==> config.mk <==
export PLATFORM = sky130hd
export DESIGN_NAME = bus_dma_ctrl_flat
export DESIGN_NICKNAME = d
export VERILOG_FILES = /design/src/rtl/bus_dma_ctrl_pkg.sv /design/src/rtl/bus_dma_ctrl_if.sv /design/src/rtl/bus_dma_cnt.sv /design/src/rtl/bus_dma_ctrl.sv /design/src/flat_wrapper.sv
export SDC_FILE = /design/constraint.sdc
export NUM_CORES = 1
export LEC_CHECK = 0
export BUFFER_PORTS_ARGS = -buffer_cell sky130_fd_sc_hd__buf_2
export CORE_AREA = 2 2 119 121
export CTS_BUF_LIST = sky130_fd_sc_hd__clkbuf_16
export DETAILED_ROUTE_END_ITERATION = 8
export DIE_AREA = 0 0 121 123
export GPL_TIMING_DRIVEN = 1
export PLACE_DENSITY = 0.75
export SLEW_MARGIN = 15
export SYNTH_ARGS = -nofsm -noshare
export SYNTH_HDL_FRONTEND = slang
export SYNTH_SLANG_ARGS = --single-unit
==> constraint.sdc <==
create_clock -name clk -period 3.25 [get_ports clk]
set_input_delay 0.4875 -clock clk [delete_from_list [all_inputs] [get_ports clk]]
set_output_delay 0.4875 -clock clk [all_outputs]
set_load 0.01 [all_outputs]
==> src/rtl/bus_dma_ctrl_pkg.sv <==
// bus_dma_ctrl shared types and defaults.
// FSM encoding and bus geometry used by the DMA core and its bus interface.
package bus_dma_ctrl_pkg;

  localparam int ADDR_W_DEF    = 8;
  localparam int DATA_W_DEF    = 64;
  localparam int BURST_MAX_DEF = 4;

  typedef enum logic [2:0] {
    S_IDLE   = 3'd0,
    S_REQ    = 3'd1,
    S_RD     = 3'd2,
    S_RD_CAP = 3'd3,
    S_WR     = 3'd4,
    S_YIELD  = 3'd5,
    S_DONE   = 3'd6
  } state_e;

endpackage

==> src/rtl/bus_dma_ctrl_if.sv <==
// Shared-bus master port: req/grant handshake plus read/write transfer.
// The DMA drives the master side; the arbiter/memory model drives the slave side.
interface bus_dma_ctrl_if #(
  parameter int ADDR_W = bus_dma_ctrl_pkg::ADDR_W_DEF,
  parameter int DATA_W = bus_dma_ctrl_pkg::DATA_W_DEF
);

  logic              m_req;
  logic              m_grant;
  logic              m_wr;
  logic [ADDR_W-1:0] m_address;
  logic [DATA_W-1:0] m_dout;
  logic [DATA_W-1:0] m_din;

  modport master (
    output m_req,
    output m_wr,
    output m_address,
    output m_dout,
    input  m_grant,
    input  m_din
  );

  modport slave (
    input  m_req,
    input  m_wr,
    input  m_address,
    input  m_dout,
    output m_grant,
    output m_din
  );

endinterface

==> src/rtl/bus_dma_cnt.sv <==
// Address/count datapath for the DMA: source, destination, remaining words
// and per-tenure burst counter, with last-word and burst-end flags.
module bus_dma_cnt
  import bus_dma_ctrl_pkg::*;
#(
  parameter int ADDR_W    = ADDR_W_DEF,
  parameter int BURST_MAX = BURST_MAX_DEF
) (
  input  logic              clk,
  input  logic              reset,
  input  logic              load_i,
  input  logic              step_i,
  input  logic              clr_burst_i,
  input  logic [ADDR_W-1:0] src_i,
  input  logic [ADDR_W-1:0] dst_i,
  input  logic [7:0]        len_i,
  output logic [ADDR_W-1:0] src_nxt_o,
  output logic [ADDR_W-1:0] dst_nxt_o,
  output logic              last_o,
  output logic              burst_end_o
);

  localparam int BW = $clog2(BURST_MAX + 1);

  logic [ADDR_W-1:0] src_q, src_d;
  logic [ADDR_W-1:0] dst_q, dst_d;
  logic [7:0]        remain_q, remain_d;
  logic [BW-1:0]     burst_q, burst_d;

  always_comb begin
    src_d    = src_q;
    dst_d    = dst_q;
    remain_d = remain_q;
    burst_d  = burst_q;
    if (load_i) begin
      src_d    = src_i;
      dst_d    = dst_i;
      remain_d = len_i;
      burst_d  = '0;
    end else begin
      if (step_i) begin
        src_d    = src_q + ADDR_W'(1);
        dst_d    = dst_q + ADDR_W'(1);
        remain_d = remain_q - 8'd1;
        burst_d  = burst_q + BW'(1);
      end
      if (clr_burst_i) begin
        burst_d = '0;
      end
    end
  end

  always_ff @(posedge clk) begin
    if (reset) begin
      src_q    <= '0;
      dst_q    <= '0;
      remain_q <= '0;
      burst_q  <= '0;
    end else begin
      src_q    <= src_d;
      dst_q    <= dst_d;
      remain_q <= remain_d;
      burst_q  <= burst_d;
    end
  end

  // Next values let the FSM register the bus address in the same cycle.
  assign src_nxt_o   = src_d;
  assign dst_nxt_o   = dst_d;
  assign last_o      = (remain_q == 8'd1);
  assign burst_end_o = (burst_q == BW'(BURST_MAX - 1));

endmodule

==> src/rtl/bus_dma_ctrl.sv <==
// Single-channel DMA: copies len words src->dst as read/write pairs on the
// shared bus, dropping request for one cycle after every BURST_MAX words.
module bus_dma_ctrl
  import bus_dma_ctrl_pkg::*;
#(
  parameter int ADDR_W    = ADDR_W_DEF,
  parameter int DATA_W    = DATA_W_DEF,
  parameter int BURST_MAX = BURST_MAX_DEF
) (
  input  logic              clk,
  input  logic              reset,
  input  logic              start,
  input  logic [ADDR_W-1:0] src_addr,
  input  logic [ADDR_W-1:0] dst_addr,
  input  logic [7:0]        len,
  output logic              busy,
  output logic              done,
  bus_dma_ctrl_if.master    bus
);

  state_e state_q, state_d;

  logic              m_wr_q, m_wr_d;
  logic [ADDR_W-1:0] m_addr_q, m_addr_d;
  logic [DATA_W-1:0] m_dout_q, m_dout_d;
  logic [DATA_W-1:0] data_q, data_d;
  logic              req;

  logic              load;
  logic              step;
  logic              clr_burst;
  logic [ADDR_W-1:0] src_nxt;
  logic [ADDR_W-1:0] dst_nxt;
  logic              last;
  logic              burst_end;

  assign load      = (state_q == S_IDLE) && start && (len != 8'd0);
  assign step      = (state_q == S_WR) && bus.m_grant;
  assign clr_burst = (state_q == S_YIELD);

  bus_dma_cnt #(
    .ADDR_W   (ADDR_W),
    .BURST_MAX(BURST_MAX)
  ) u_cnt (
    .clk        (clk),
    .reset      (reset),
    .load_i     (load),
    .step_i     (step),
    .clr_burst_i(clr_burst),
    .src_i      (src_addr),
    .dst_i      (dst_addr),
    .len_i      (len),
    .src_nxt_o  (src_nxt),
    .dst_nxt_o  (dst_nxt),
    .last_o     (last),
    .burst_end_o(burst_end)
  );

  always_ff @(posedge clk) begin
    if (reset) begin
      state_q  <= S_IDLE;
      m_wr_q   <= 1'b0;
      m_addr_q <= '0;
      m_dout_q <= '0;
      data_q   <= '0;
    end else begin
      state_q  <= state_d;
      m_wr_q   <= m_wr_d;
      m_addr_q <= m_addr_d;
      m_dout_q <= m_dout_d;
      data_q   <= data_d;
    end
  end

  always_comb begin
    state_d = state_q;
    unique case (state_q)
      S_IDLE: begin
        if (start) begin
          state_d = (len != 8'd0) ? S_REQ : S_DONE;
        end
      end
      S_REQ: begin
        if (bus.m_grant) state_d = S_RD;
      end
      S_RD: begin
        if (bus.m_grant) state_d = S_RD_CAP;
      end
      S_RD_CAP: state_d = S_WR;
      S_WR: begin
        if (bus.m_grant) begin
          if (last)           state_d = S_DONE;
          else if (burst_end) state_d = S_YIELD;
          else                state_d = S_RD;
        end
      end
      S_YIELD: state_d = S_REQ;
      S_DONE:  state_d = S_IDLE;
      default: state_d = S_IDLE;
    endcase
  end

  always_comb begin
    req  = (state_q == S_REQ) || (state_q == S_RD) ||
           (state_q == S_RD_CAP) || (state_q == S_WR);
    busy = (state_q != S_IDLE);
    done = (state_q == S_DONE);
    // Read data is valid the cycle after the granted read, grant or not.
    data_d   = (state_q == S_RD_CAP) ? bus.m_din : data_q;
    m_wr_d   = (state_d == S_WR);
    m_addr_d = m_addr_q;
    m_dout_d = m_dout_q;
    unique case (1'b1)
      (state_d == S_RD): m_addr_d = src_nxt;
      (state_d == S_WR): begin
        m_addr_d = dst_nxt;
        m_dout_d = data_d;
      end
      default: ;
    endcase
  end

  assign bus.m_req     = req;
  assign bus.m_wr      = m_wr_q;
  assign bus.m_address = m_addr_q;
  assign bus.m_dout    = m_dout_q;

endmodule

==> src/flat_wrapper.sv <==
// flat-port wrapper written by rule: the top's interface ports become plain ports
module bus_dma_ctrl_flat import bus_dma_ctrl_pkg::*;
#(
  parameter int ADDR_W    = ADDR_W_DEF,
  parameter int DATA_W    = DATA_W_DEF,
  parameter int BURST_MAX = BURST_MAX_DEF
)
  (clk, reset, start, src_addr, dst_addr, len, busy, done, bus_m_req, bus_m_wr, bus_m_address, bus_m_dout, bus_m_grant, bus_m_din);
  bus_dma_ctrl_if #(.ADDR_W(ADDR_W), .DATA_W(DATA_W)) bus_i ();
  input  logic clk;
  input  logic reset;
  input  logic start;
  input  logic [ADDR_W-1:0] src_addr;
  input  logic [ADDR_W-1:0] dst_addr;
  input  logic [7:0] len;
  output logic busy;
  output logic done;
  output wire logic [$bits(bus_i.m_req)-1:0] bus_m_req;
  output wire logic [$bits(bus_i.m_wr)-1:0] bus_m_wr;
  output wire logic [$bits(bus_i.m_address)-1:0] bus_m_address;
  output wire logic [$bits(bus_i.m_dout)-1:0] bus_m_dout;
  input wire logic [$bits(bus_i.m_grant)-1:0] bus_m_grant;
  input wire logic [$bits(bus_i.m_din)-1:0] bus_m_din;
  assign bus_m_req = bus_i.m_req;
  assign bus_m_wr = bus_i.m_wr;
  assign bus_m_address = bus_i.m_address;
  assign bus_m_dout = bus_i.m_dout;
  assign bus_i.m_grant = bus_m_grant;
  assign bus_i.m_din = bus_m_din;
  bus_dma_ctrl #(.ADDR_W(ADDR_W), .DATA_W(DATA_W), .BURST_MAX(BURST_MAX)) u_core (.clk(clk), .reset(reset), .start(start), .src_addr(src_addr), .dst_addr(dst_addr), .len(len), .busy(busy), .done(done), .bus(bus_i));
endmodule
### Word-level counts from Yosys, hierarchy flattened

Cells that the tools add are included.

* register bits: 167
* latch bits: 0
* RAM bits: 0
* memory bits (read-only): 0
* input port bits: 92
* output and inout port bits: 76
* memories kept: 0

* $add $sub $neg: 4
* multiply operators: 0
* div/mod/pow operators: 0
* magnitude comparators: 0
* equality and inequality tests: 10
* shifts and indexed selects: 0
* muxes and demuxes: 16
* bitwise operators: 0
* reduce and logical (&&, ||, !) cells: 12

Operator list (count)
* 2-to-1 mux 64 bit: 1
* 2-to-1 mux 8 bit: 6
* 2-to-1 mux 3 bit: 7
* case mux 3 bit (6 select lines): 1
* adder 8 x 1 -> 8 bit (second input constant): 2
* case mux 8 bit (2 select lines): 1
* == test 3 x 2 -> 1 bit (second input constant): 4
* == test 3 bit (second input constant): 4
* == test 8 x 1 -> 1 bit (second input constant): 1
* nonzero test 8 bit: 1
* subtractor 8 x 1 -> 8 bit (second input constant): 1
* nonzero test 2 bit: 2
* adder 3 x 1 -> 3 bit (second input constant): 1
* == test 3 x 1 -> 1 bit (second input constant): 1
* logical AND 1 bit: 3
* logical NOT 3 bit: 1
* logical OR 1 bit: 3
* nonzero test 3 bit: 1
* OR reduction 3 bit: 1

### Logic depth before layout (Yosys ltp)

Gate-level depths: netlist (run 1).

* depth in word-level cells: 7
* depth in mapped cells: 10

### By module

A second synthesis (run 1) with hierarchy kept.

* cell total of the unflattened synthesis: 692
* area, all modules: 6636.4 µm²

By module, submodules not included
* bus_dma_ctrl: times used 1, cells an instance 505, area each 5093.6 µm², sequential area each 2802.7 µm²
* bus_dma_cnt: times used 1, cells an instance 187, area each 1542.7 µm², sequential area each 540.5 µm²

### Worst setup path before layout (run 1)

Ideal clock, no wire load.

* path type: input -> register
* from: input len[5]
* to: register u_core.m_addr_q[1] (netlist: u_core.bus.m_address[1])
* setup time: 0.122 ns
* arrival: 2.058 ns
* required time: 3.128 ns
* slack: 1.070 ns
* stages on the path: 6
* path through: or4_1 -> o21ai_2 -> nand2_1 -> o221a_2 -> nor2b_1 -> a221o_1

* word-level cells in the longest chain between the ends: 6
* elaborated cells on any way between the ends: 11
* classes of those cells: 2 x eq/ne; 6 x mux; 3 x reduce/logical

RTL lines
* from (decl): line flat_wrapper.sv:15 `input logic [7:0] len;`
* nonzero test 8 bit *: line bus_dma_ctrl.sv:37, bus_dma_ctrl.sv:80
* 2-to-1 mux 3 bit: line bus_dma_ctrl.sv:80 `state_d = (len != 8'd0) ? S_REQ : S_DONE;`
* 2-to-1 mux 3 bit: line bus_dma_ctrl.sv:79 `if (start) begin`
* case mux 3 bit (6 select lines): line bus_dma_ctrl.sv:77 `unique case (state_q)`
* == test 3 bit / == test 3 x 2 -> 1 bit (equally long branches): line bus_dma_ctrl.sv:115, bus_dma_ctrl.sv:114
* case mux 8 bit (2 select lines) / nonzero test 2 bit (equally long branches)
* to (signal assigned): line bus_dma_ctrl.sv:69 `m_addr_q <= m_addr_d;`
* to (decl): line bus_dma_ctrl.sv:24 `logic [ADDR_W-1:0] m_addr_q, m_addr_d;`

Mark *: on every way between the ends. The rest lies on a longest branch, timed or not.
A chain may end at the register's enable or synchronous reset.

### Worst setup path in the final report (run 1)

* from: register u_core.u_cnt.burst_q[0]
* to: register u_core.m_dout_q[15] (netlist: u_core.bus.m_dout[15])

* word-level cells in the longest chain between the ends: 6

RTL lines
* from (decl): line bus_dma_cnt.sv:28 `logic [BW-1:0] burst_q, burst_d;`
* from (signal assigned): line bus_dma_cnt.sv:63 `burst_q <= burst_d;`
* == test 3 x 2 -> 1 bit: line bus_dma_cnt.sv:71 `assign burst_end_o = (burst_q == BW'(BURST_MAX - 1));`
* 2-to-1 mux 3 bit: line bus_dma_ctrl.sv:93 `else if (burst_end) state_d = S_YIELD;`
* 2-to-1 mux 3 bit: line bus_dma_ctrl.sv:92 `if (last) state_d = S_DONE;`
* 2-to-1 mux 3 bit: line bus_dma_ctrl.sv:91 `if (bus.m_grant) begin`
* case mux 3 bit (6 select lines): line bus_dma_ctrl.sv:77
* == test 3 bit: line bus_dma_ctrl.sv:115 `(state_d == S_WR): begin`
* to (signal assigned): line bus_dma_ctrl.sv:70 `m_dout_q <= m_dout_d;`
* to (decl): line bus_dma_ctrl.sv:25 `logic [DATA_W-1:0] m_dout_q, m_dout_d;`

Every way passes these cells.

==> flow_summary.html, run 1 <==
<table>
<tr><th>Metric</th><th>Value</th></tr>
<tr><th colspan="2">Floorplanning</th></tr>
<tr><td>Overall die area</td><td>14880 µm²</td></tr>
<tr><td># rows</td><td>43</td></tr>
<tr><td>I/O pin cnt</td><td>168</td></tr>
<tr><td>Placeable core region</td><td>13610 µm²</td></tr>
<tr><td>Chip Width</td><td>121 µm</td></tr>
<tr><td>Vertical die dimension</td><td>123 µm</td></tr>
<tr><td>Starting density of the core</td><td>49.67%</td></tr>
<tr><th colspan="2">Drt</th></tr>
<tr><td>Residual DRC</td><td>0</td></tr>
<tr><td>DRC violation total after the first TritonRoute iteration</td><td>351</td></tr>
<tr><td>Per-cell via count in the routed design</td><td>5.164</td></tr>
<tr><td>Antenna viol nets, final</td><td>0</td></tr>
<tr><td>Via count</td><td>5179</td></tr>
<tr><td>DRT Wirelength</td><td>14150 µm</td></tr>
<tr><td>Pre-antenna DRT Iters</td><td>5</td></tr>
<tr><td>Routed length per instance</td><td>14.11 µm</td></tr>
<tr><th colspan="2">Clocking</th></tr>
<tr><td>Count of H-tree levels built during CTS</td><td>4</td></tr>
<tr><td>Hold Buf Count CTS</td><td>0</td></tr>
<tr><td>Quantity of gates resized following cts</td><td>0</td></tr>
<tr><td>CTS tree</td><td>built</td></tr>
<tr><td>Number of sinks driven by the clock tree</td><td>167</td></tr>
<tr><td>CTS Root Buffer Type</td><td>clkbuf_16</td></tr>
<tr><td>Clock latency on the worst-skew pair</td><td>420 ps</td></tr>
<tr><td>Number of buffers inserted during clock tree synthesis</td><td>17</td></tr>
<tr><td>Number of buffers between clock root and the deepest sink</td><td>2</td></tr>
<tr><td>CTS clk-pin slew, worst paths</td><td>60 ps</td></tr>
<tr><td>Setup repair bufs after CTS</td><td>0</td></tr>
<tr><th colspan="2">Power and ir drop</th></tr>
<tr><td>Switching share of total power</td><td>25.11%</td></tr>
<tr><td>Psw</td><td>0.001087 W</td></tr>
<tr><td>Leakage dissipation</td><td>3.717 nW</td></tr>
<tr><td>Internal power</td><td>0.003243 W</td></tr>
<tr><td>Part of the total power dissipated in sequential elements</td><td>49.8%</td></tr>
<tr><td>Clk network pwr share</td><td>41.6%</td></tr>
<tr><td>Combinational share of power</td><td>8.5%</td></tr>
<tr><td>Worst vdd ir</td><td>0.3088 mV</td></tr>
<tr><td>Power density of the placed cells</td><td>529.8 nW/µm²</td></tr>
<tr><th colspan="2">Job</th></tr>
<tr><td>Number of max-cap violations</td><td>0</td></tr>
<tr><th colspan="2">STA</th></tr>
<tr><td>Number of endpoints failing setup at the final stage</td><td>0</td></tr>
<tr><td>Max-slew violations</td><td>0</td></tr>
<tr><td>Worst Slack Setup Final</td><td>772.2 ps</td></tr>
<tr><td>Worst hold margin</td><td>329.7 ps</td></tr>
<tr><td>Post-route clock period utilization</td><td>76.24%</td></tr>
<tr><td>RSZ-0062 raised after global routing</td><td>no</td></tr>
<tr><td>Timing-limited maximum frequency</td><td>0.4036 GHz</td></tr>
<tr><td>Max Clock Skew</td><td>7.290 ps</td></tr>
<tr><td>Time the final worst path needs with I/O delays and setup</td><td>2478 ps</td></tr>
<tr><td>Final Hold Fails</td><td>0</td></tr>
<tr><td>Tightest Pin Transition</td><td>1014 ps</td></tr>
<tr><td>Fin Setup TNS</td><td>0 ps</td></tr>
<tr><td>Worst slew margin</td><td>32.38%</td></tr>
<tr><th colspan="2">Synthesis</th></tr>
<tr><td>Share of synthesized flip-flops with an asynchronous set or reset</td><td>0%</td></tr>
<tr><td>Syn. warnings</td><td>0</td></tr>
<tr><td>Top-count cell post-synth</td><td>nor2_1</td></tr>
<tr><td>EDFF count, synth</td><td>0</td></tr>
<tr><td>Dominant synthesized flop cell</td><td>dfxtp_1</td></tr>
<tr><td>Netlist Area Pre-Place</td><td>6761 µm²</td></tr>
<tr><td>Ranking of synthesized cells by instance count</td><td>nor2_1, dfxtp_1, a211oi_2, mux2i_1, clkbuf_1</td></tr>
<tr><td>Cell accounting for the most synthesized area</td><td>dfxtp_1</td></tr>
<tr><td>Area share of the largest cell type after synthesis</td><td>49.44%</td></tr>
<tr><td>Count of mapped cells out of synthesis</td><td>667</td></tr>
<tr><td>Sequential cell area fraction in the yosys report</td><td>49.44%</td></tr>
<tr><td>Number of synthesized register bits</td><td>167</td></tr>
<tr><td>Number of library cell types mapped by synthesis</td><td>50</td></tr>
<tr><td>Nets in the synthesized netlist</td><td>765</td></tr>
<tr><td>Top cells by area in the synthesized netlist</td><td>dfxtp_1, a211oi_2, mux2i_1</td></tr>
<tr><td>Synth Area per Inst</td><td>10.14 µm²</td></tr>
<tr><th colspan="2">Final layout</th></tr>
<tr><td>Syn-to-layout area delta</td><td>20.87%</td></tr>
<tr><td>Fraction of final layout cells with drive strength greater than 1</td><td>33.66%</td></tr>
<tr><td>Final standard cell utilization of the core</td><td>60.04%</td></tr>
<tr><td>Diode insertion count for antenna repair</td><td>0</td></tr>
<tr><td>Net count reported at finish</td><td>908</td></tr>
<tr><td>Filler Cells Inserted</td><td>1204</td></tr>
<tr><th colspan="2">Worst setup path</th></tr>
<tr><td>Startpoint-to-endpoint class of the critical path</td><td>reg2reg</td></tr>
<tr><td>Required time of the critical path</td><td>3580 ps</td></tr>
<tr><td>Nature of the critical path endpoint</td><td>flop</td></tr>
<tr><td>Crit-path slowest cell</td><td>nor3b_4</td></tr>
<tr><td>Register-to-register path setup slack</td><td>770 ps</td></tr>
<tr><td>Largest fanout on the critical path</td><td>72</td></tr>
<tr><td>Most common cell type on the critical path</td><td>ha_1</td></tr>
<tr><td>Startpoint types</td><td>flop</td></tr>
<tr><td>Largest incremental delay on the critical path</td><td>360 ps</td></tr>
<tr><td>Cells traversed along the worst timing path</td><td>ha_1 -&gt; ha_1 -&gt; nand4b_1 -&gt; a31oi_1 -&gt; nor3_2 -&gt; nor3b_4 -&gt; buf_12 -&gt; nor2_1 -&gt; a211oi_2</td></tr>
<tr><td>Crit path DAT</td><td>2810 ps</td></tr>
<tr><th colspan="2">Placement</th></tr>
<tr><td>Number of input and output port buffers inserted</td><td>167</td></tr>
<tr><td>Estimated wirelength of the detail-placed design</td><td>9478 µm</td></tr>
<tr><td>Final estimated routing congestion in global placement</td><td>0.8164</td></tr>
<tr><td>Setup Slack @ Placement</td><td>790.2 ps</td></tr>
<tr><th colspan="2">Global routing</th></tr>
<tr><td>Total congestion overflow after global routing</td><td>0</td></tr>
<tr><td>Global Route Usage Sum</td><td>19.07%</td></tr>
<tr><td>Via count of the first global-routing pass</td><td>4814</td></tr>
<tr><td>Number of antenna violations at the first check in global routing</td><td>0</td></tr>
<tr><td>Global-route wire length before repair</td><td>22640 µm</td></tr>
<tr><td>Pin count of the biggest net entering global routing</td><td>84</td></tr>
<tr><th colspan="2">Hold path</th></tr>
<tr><td>Worst min-delay path category</td><td>in2reg</td></tr>
<tr><th colspan="2">Status</th></tr>
<tr><td>Outcome</td><td>completed</td></tr>
</table>
==> stage by stage <==
stage / instance area, µm² / instances / total power, W
floorplan: 6761 / 667 / 0.002441
global placement: 7645 / 971 / 0.002566
detailed placement: 7645 / 971 / 0.002570
CTS: 8173 / 1003 / 0.004377
global route: 8173 / 1003 / 0.004498
finish: 8173 / 1003 / 0.004330
==> power groups by stage <==
stage | logic, W | clock network, W | registers (W)
3_3_place_gp | 0.000366 | 0 | 0.00220
6_report | 0.000370 | 0.00180 | 0.00216
3_5_place_dp | 0.000369 | 0 | 0.00220
4_1_cts | 0.000371 | 0.00185 | 0.00216
2_1_floorplan | 0.000246 | 0 | 0.00219
5_1_grt | 0.000412 | 0.00192 | 0.00216
==> worst max-delay path: cells and delay by family (launching register included) <==
family                   cells  cell delay [ps]
AND/OR/NAND/NOR              4              930
flip-flops                   1              320
buffers and inverters        1              360
AO/OA/AOI/OAI                2              310
adder cells (fa/ha/maj)      2              420
==> area by class of cell <==
type | instances | area, µm² | share of cell area [%]
Multi-Input combinational cell | 444 | 3122 | 38.20
Clock inverter | 15 | 102.6 | 1.255
Clock buffer | 17 | 425.4 | 5.205
Timing Repair Buffer | 174 | 932.1 | 11.41
Sequential cell | 167 | 3343 | 40.91
Tap cell | 180 | 225.2 | 2.756
Inverter | 6 | 22.52 | 0.2756
==> state kept, by name (all words and copies together) (netlist names) <==
name                   cells
u_core.bus.m_dout         64
u_core.data_q             64
u_core.bus.m_address       8
u_core.u_cnt.dst_q         8
u_core.u_cnt.remain_q      8
u_core.u_cnt.src_q         8
u_core.state_q             3
u_core.u_cnt.burst_q       3
u_core.bus.m_wr            1
==> kinds of logic after synthesis <==
group,share of synthesized area (%)
multiplexers,9.474
XOR/XNOR,2.073
flip-flops,49.44
AND/OR/NAND/NOR,15.91
AO/OA/AOI/OAI,17.51
buffers and inverters,4.478
adder cells (fa/ha/maj),1.110
==> metal layers <==
metal	global-route usage, %	up-vias	share of wire, %
li1	-	2641	-
met1	23.80	2372	45
met2	30.27	144	46
met3	6.411	22	7.1
met4	7.994	0	1.8
met5	0	-	0
==> worst paths after layout <==
| kind | from | depth (start not counted) | endpoint |
|---|---|---|---|
| setup / recovery | u_core.u_cnt.burst_q[0] | 9 | u_core.bus.m_dout[15] |
| hold / removal | len[1] | 3 | u_core.u_cnt.remain_q[1] |
| setup reg to reg | u_core.u_cnt.burst_q[0] | 9 | u_core.bus.m_dout[15] |
| hold reg to reg | u_core.u_cnt.burst_q[1] | 2 | u_core.u_cnt.burst_q[1] |
==> cell usage in the layout, fill, tap and decap left out, types with 3 or more instances in the layout <==
cell,instances
buf_12,3
dfxtp_1,167
ha_1,6
buf_4,4
clkbuf_16,17
a211oi_1,9
nand3_1,7
inv_1,6
nor2b_1,5
a31oi_1,3
nor2_1,170
clkinv_2,5
nand2_1,15
nor4_1,8
or4_1,3
mux2i_1,64
inv_6,4
nand4_1,6
a21oi_1,18
nor3_1,11
a221o_1,7
xor2_1,7
nand2b_1,3
xnor2_1,9
a211oi_2,64
buf_2,166
Power figures use the tool's default switching activity.
==> inputs of run 2 (changes only) <==
clock period = 2.4 ns   (was 3.25 ns; I/O delays follow)
==> flow_summary.html, run 2 (synthesis results as in run 1) <==
<table>
<tr><th>Metric</th><th>Value</th></tr>
<tr><th colspan="2">Global routing</th></tr>
<tr><td>Number of antenna violations at the first check in global routing</td><td>0</td></tr>
<tr><td>Via count of the first global-routing pass</td><td>4842</td></tr>
<tr><td>Pin count of the biggest net entering global routing</td><td>91</td></tr>
<tr><td>Total congestion overflow after global routing</td><td>0</td></tr>
<tr><td>Global-route wire length before repair</td><td>23030 µm</td></tr>
<tr><td>Global Route Usage Sum</td><td>19.50%</td></tr>
<tr><th colspan="2">Worst setup path</th></tr>
<tr><td>Startpoint types</td><td>flop</td></tr>
<tr><td>Cells traversed along the worst timing path</td><td>nand3b_1 -&gt; nor2b_1 -&gt; a32o_2 -&gt; nor3b_4 -&gt; buf_12 -&gt; buf_12 -&gt; nor2_1 -&gt; a211oi_2</td></tr>
<tr><td>Crit path DAT</td><td>2610 ps</td></tr>
<tr><td>Gate family responsible for the most delay along the worst path</td><td>simple AND/OR/NAND/NOR gates</td></tr>
<tr><td>Startpoint-to-endpoint class of the critical path</td><td>reg2reg</td></tr>
<tr><td>Nature of the critical path endpoint</td><td>flop</td></tr>
<tr><td>CP Buf/Inv Count</td><td>2</td></tr>
<tr><td>Largest fanout on the critical path</td><td>25</td></tr>
<tr><td>Crit-path slowest cell</td><td>dfxtp_1</td></tr>
<tr><td>Most common cell type on the critical path</td><td>buf_12</td></tr>
<tr><td>Required time of the critical path</td><td>2740 ps</td></tr>
<tr><td>Largest incremental delay on the critical path</td><td>460 ps</td></tr>
<tr><th colspan="2">STA</th></tr>
<tr><td>Timing-limited maximum frequency</td><td>0.4404 GHz</td></tr>
<tr><td>Worst slew margin</td><td>59.78%</td></tr>
<tr><td>Time the final worst path needs with I/O delays and setup</td><td>2271 ps</td></tr>
<tr><td>Number of endpoints failing setup at the final stage</td><td>0</td></tr>
<tr><td>Max Clock Skew</td><td>8.213 ps</td></tr>
<tr><td>RSZ-0062 raised after global routing</td><td>no</td></tr>
<tr><td>Post-route clock period utilization</td><td>94.62%</td></tr>
<tr><td>Tightest Pin Transition</td><td>603.2 ps</td></tr>
<tr><td>Max-slew violations</td><td>0</td></tr>
<tr><td>Fin Setup TNS</td><td>0 ps</td></tr>
<tr><td>Final Hold Fails</td><td>0</td></tr>
<tr><th colspan="2">Clocking</th></tr>
<tr><td>Number of buffers between clock root and the deepest sink</td><td>2</td></tr>
<tr><td>Number of buffers inserted during clock tree synthesis</td><td>17</td></tr>
<tr><td>Number of sinks driven by the clock tree</td><td>167</td></tr>
<tr><td>CTS Root Buffer Type</td><td>clkbuf_16</td></tr>
<tr><td>CTS clk-pin slew, worst paths</td><td>70 ps</td></tr>
<tr><td>Count of H-tree levels built during CTS</td><td>4</td></tr>
<tr><td>Clock latency on the worst-skew pair</td><td>420 ps</td></tr>
<tr><td>CTS tree</td><td>built</td></tr>
<tr><th colspan="2">Power and ir drop</th></tr>
<tr><td>Worst vdd ir</td><td>0.4999 mV</td></tr>
<tr><td>Power density of the placed cells</td><td>725.2 nW/µm²</td></tr>
<tr><td>Leakage dissipation</td><td>3.868 nW</td></tr>
<tr><th colspan="2">Floorplanning</th></tr>
<tr><td>Placeable core region</td><td>13610 µm²</td></tr>
<tr><td>Starting density of the core</td><td>49.67%</td></tr>
<tr><td>I/O pin cnt</td><td>168</td></tr>
<tr><td>Chip Width</td><td>121 µm</td></tr>
<tr><td># rows</td><td>43</td></tr>
<tr><td>Vertical die dimension</td><td>123 µm</td></tr>
<tr><td>Overall die area</td><td>14880 µm²</td></tr>
<tr><th colspan="2">Final layout</th></tr>
<tr><td>Net count reported at finish</td><td>928</td></tr>
<tr><td>Multi-input combinational cell area</td><td>3132 µm²</td></tr>
<tr><td>Most frequent cells in the layout</td><td>nor2_1, buf_2, dfxtp_1</td></tr>
<tr><td>Filler Cells Inserted</td><td>1148</td></tr>
<tr><td>Most common cell after layout, fill and taps aside</td><td>nor2_1</td></tr>
<tr><td>Final standard cell utilization of the core</td><td>62.05%</td></tr>
<tr><td>Non-filler instance count after layout</td><td>1024</td></tr>
<tr><td>Flip-flop and latch area</td><td>3346 µm²</td></tr>
<tr><td>Fraction of final layout cells with drive strength greater than 1</td><td>35.47%</td></tr>
<tr><td>Syn-to-layout area delta</td><td>24.91%</td></tr>
<tr><th colspan="2">Placement</th></tr>
<tr><td>Estimated wirelength of the detail-placed design</td><td>10110 µm</td></tr>
<tr><td>Placed Instances</td><td>987</td></tr>
<tr><td>Number of input and output port buffers inserted</td><td>167</td></tr>
<tr><td>Final estimated routing congestion in global placement</td><td>0.8201</td></tr>
<tr><th colspan="2">Drt</th></tr>
<tr><td>Pre-antenna DRT Iters</td><td>4</td></tr>
<tr><td>Routed length per instance</td><td>14.42 µm</td></tr>
<tr><td>DRC violation total after the first TritonRoute iteration</td><td>227</td></tr>
<tr><td>Residual DRC</td><td>0</td></tr>
<tr><td>Antenna viol nets, final</td><td>0</td></tr>
<tr><td>Via count</td><td>5267</td></tr>
<tr><td>Per-cell via count in the routed design</td><td>5.144</td></tr>
<tr><td>DRT Wirelength</td><td>14760 µm</td></tr>
<tr><th colspan="2">Status</th></tr>
<tr><td>Outcome</td><td>completed</td></tr>
<tr><th colspan="2">Job</th></tr>
<tr><td>Number of max-cap violations</td><td>0</td></tr>
<tr><th colspan="2">Hold path</th></tr>
<tr><td>Worst min-delay path category</td><td>in2reg</td></tr>
</table>
==> run 2: changes by cell type in the layout (fill, tap and decap cells not counted), moves of 2 or more <==
cell	before	now
dfxtp_1	167	165
buf_4	4	20
inv_1	6	8
buf_12	3	6
clkinv_2	5	2
dfxtp_2	0	2
clkinv_4	1	3
bufinv_16	0	2
inv_6	4	2
==> run 2: worst min-delay path, delay by kind of cell <==
family	cells	cell delay [ps]
AND/OR/NAND/NOR	1	70
AO/OA/AOI/OAI	1	50
buffers and inverters	1	90
==> run 2: path summary, 6_finish.rpt <==
check | from | end | slack [ps] | cells past startpoint
min reg2reg | u_core.u_cnt.burst_q[1] | u_core.u_cnt.burst_q[1] | 470 | 2
max | u_core.state_q[2] | u_core.bus.m_dout[31] | 130 | 8
min | len[4] | u_core.u_cnt.remain_q[4] | 200 | 3
max reg2reg | u_core.state_q[2] | u_core.bus.m_dout[31] | 130 | 8
==> run 2: where the power goes <==
part	total [W]	leakage [nW]	switching (W)	internal, W
Sequential	0.00292	1.35	0.0000664	0.00285
Combinational	0.000537	2.22	0.000298	0.000239
Clock	0.00267	0.291	0.00113	0.00154
==> run 2: what timing repair did <==
action | 4_1_cts | 5_1_grt
gates resized for setup | 0 | 4
hold buffers | 0 | 0
buffers inserted | 0 | 3
setup endpoints to repair | 0 | 56
==> run 2: area by class of cell <==
cell class | instances | area share (%)
well taps | 180 | 2.667
inverters | 6 | 0.2667
diodes | 1 | 0.02963
flip-flops and latches | 167 | 39.61
multi-input cells | 444 | 37.08
clock inverters | 15 | 1.837
clock buffers | 17 | 5.037
repair buffers | 194 | 13.47
==> run 2: layer usage <==
metal | routed length (µm) | vias up | GRT usage [%] | share of wire [%]
li1 | - | 2677 | - | -
met1 | 6462 | 2447 | 23.73 | 44
met2 | 7048 | 125 | 31.85 | 48
met3 | 1051 | 18 | 6.688 | 7.1
met4 | 198 | 0 | 7.631 | 1.3
met5 | 0 | - | 0 | 0
==> run 2: through the flow <==
step                worst slack, ps  hold WS [ps]  power, W  instance area, µm²
floorplan                     348.0         439.2  0.003306                6761
global placement              188.6         457.5  0.003503                7802
detailed placement            124.0         464.5  0.003510                7802
CTS                           58.00         173.7  0.006178                8383
global route                  15.85         184.1  0.006366                8443
finish                        129.2         197.8  0.006125                8446
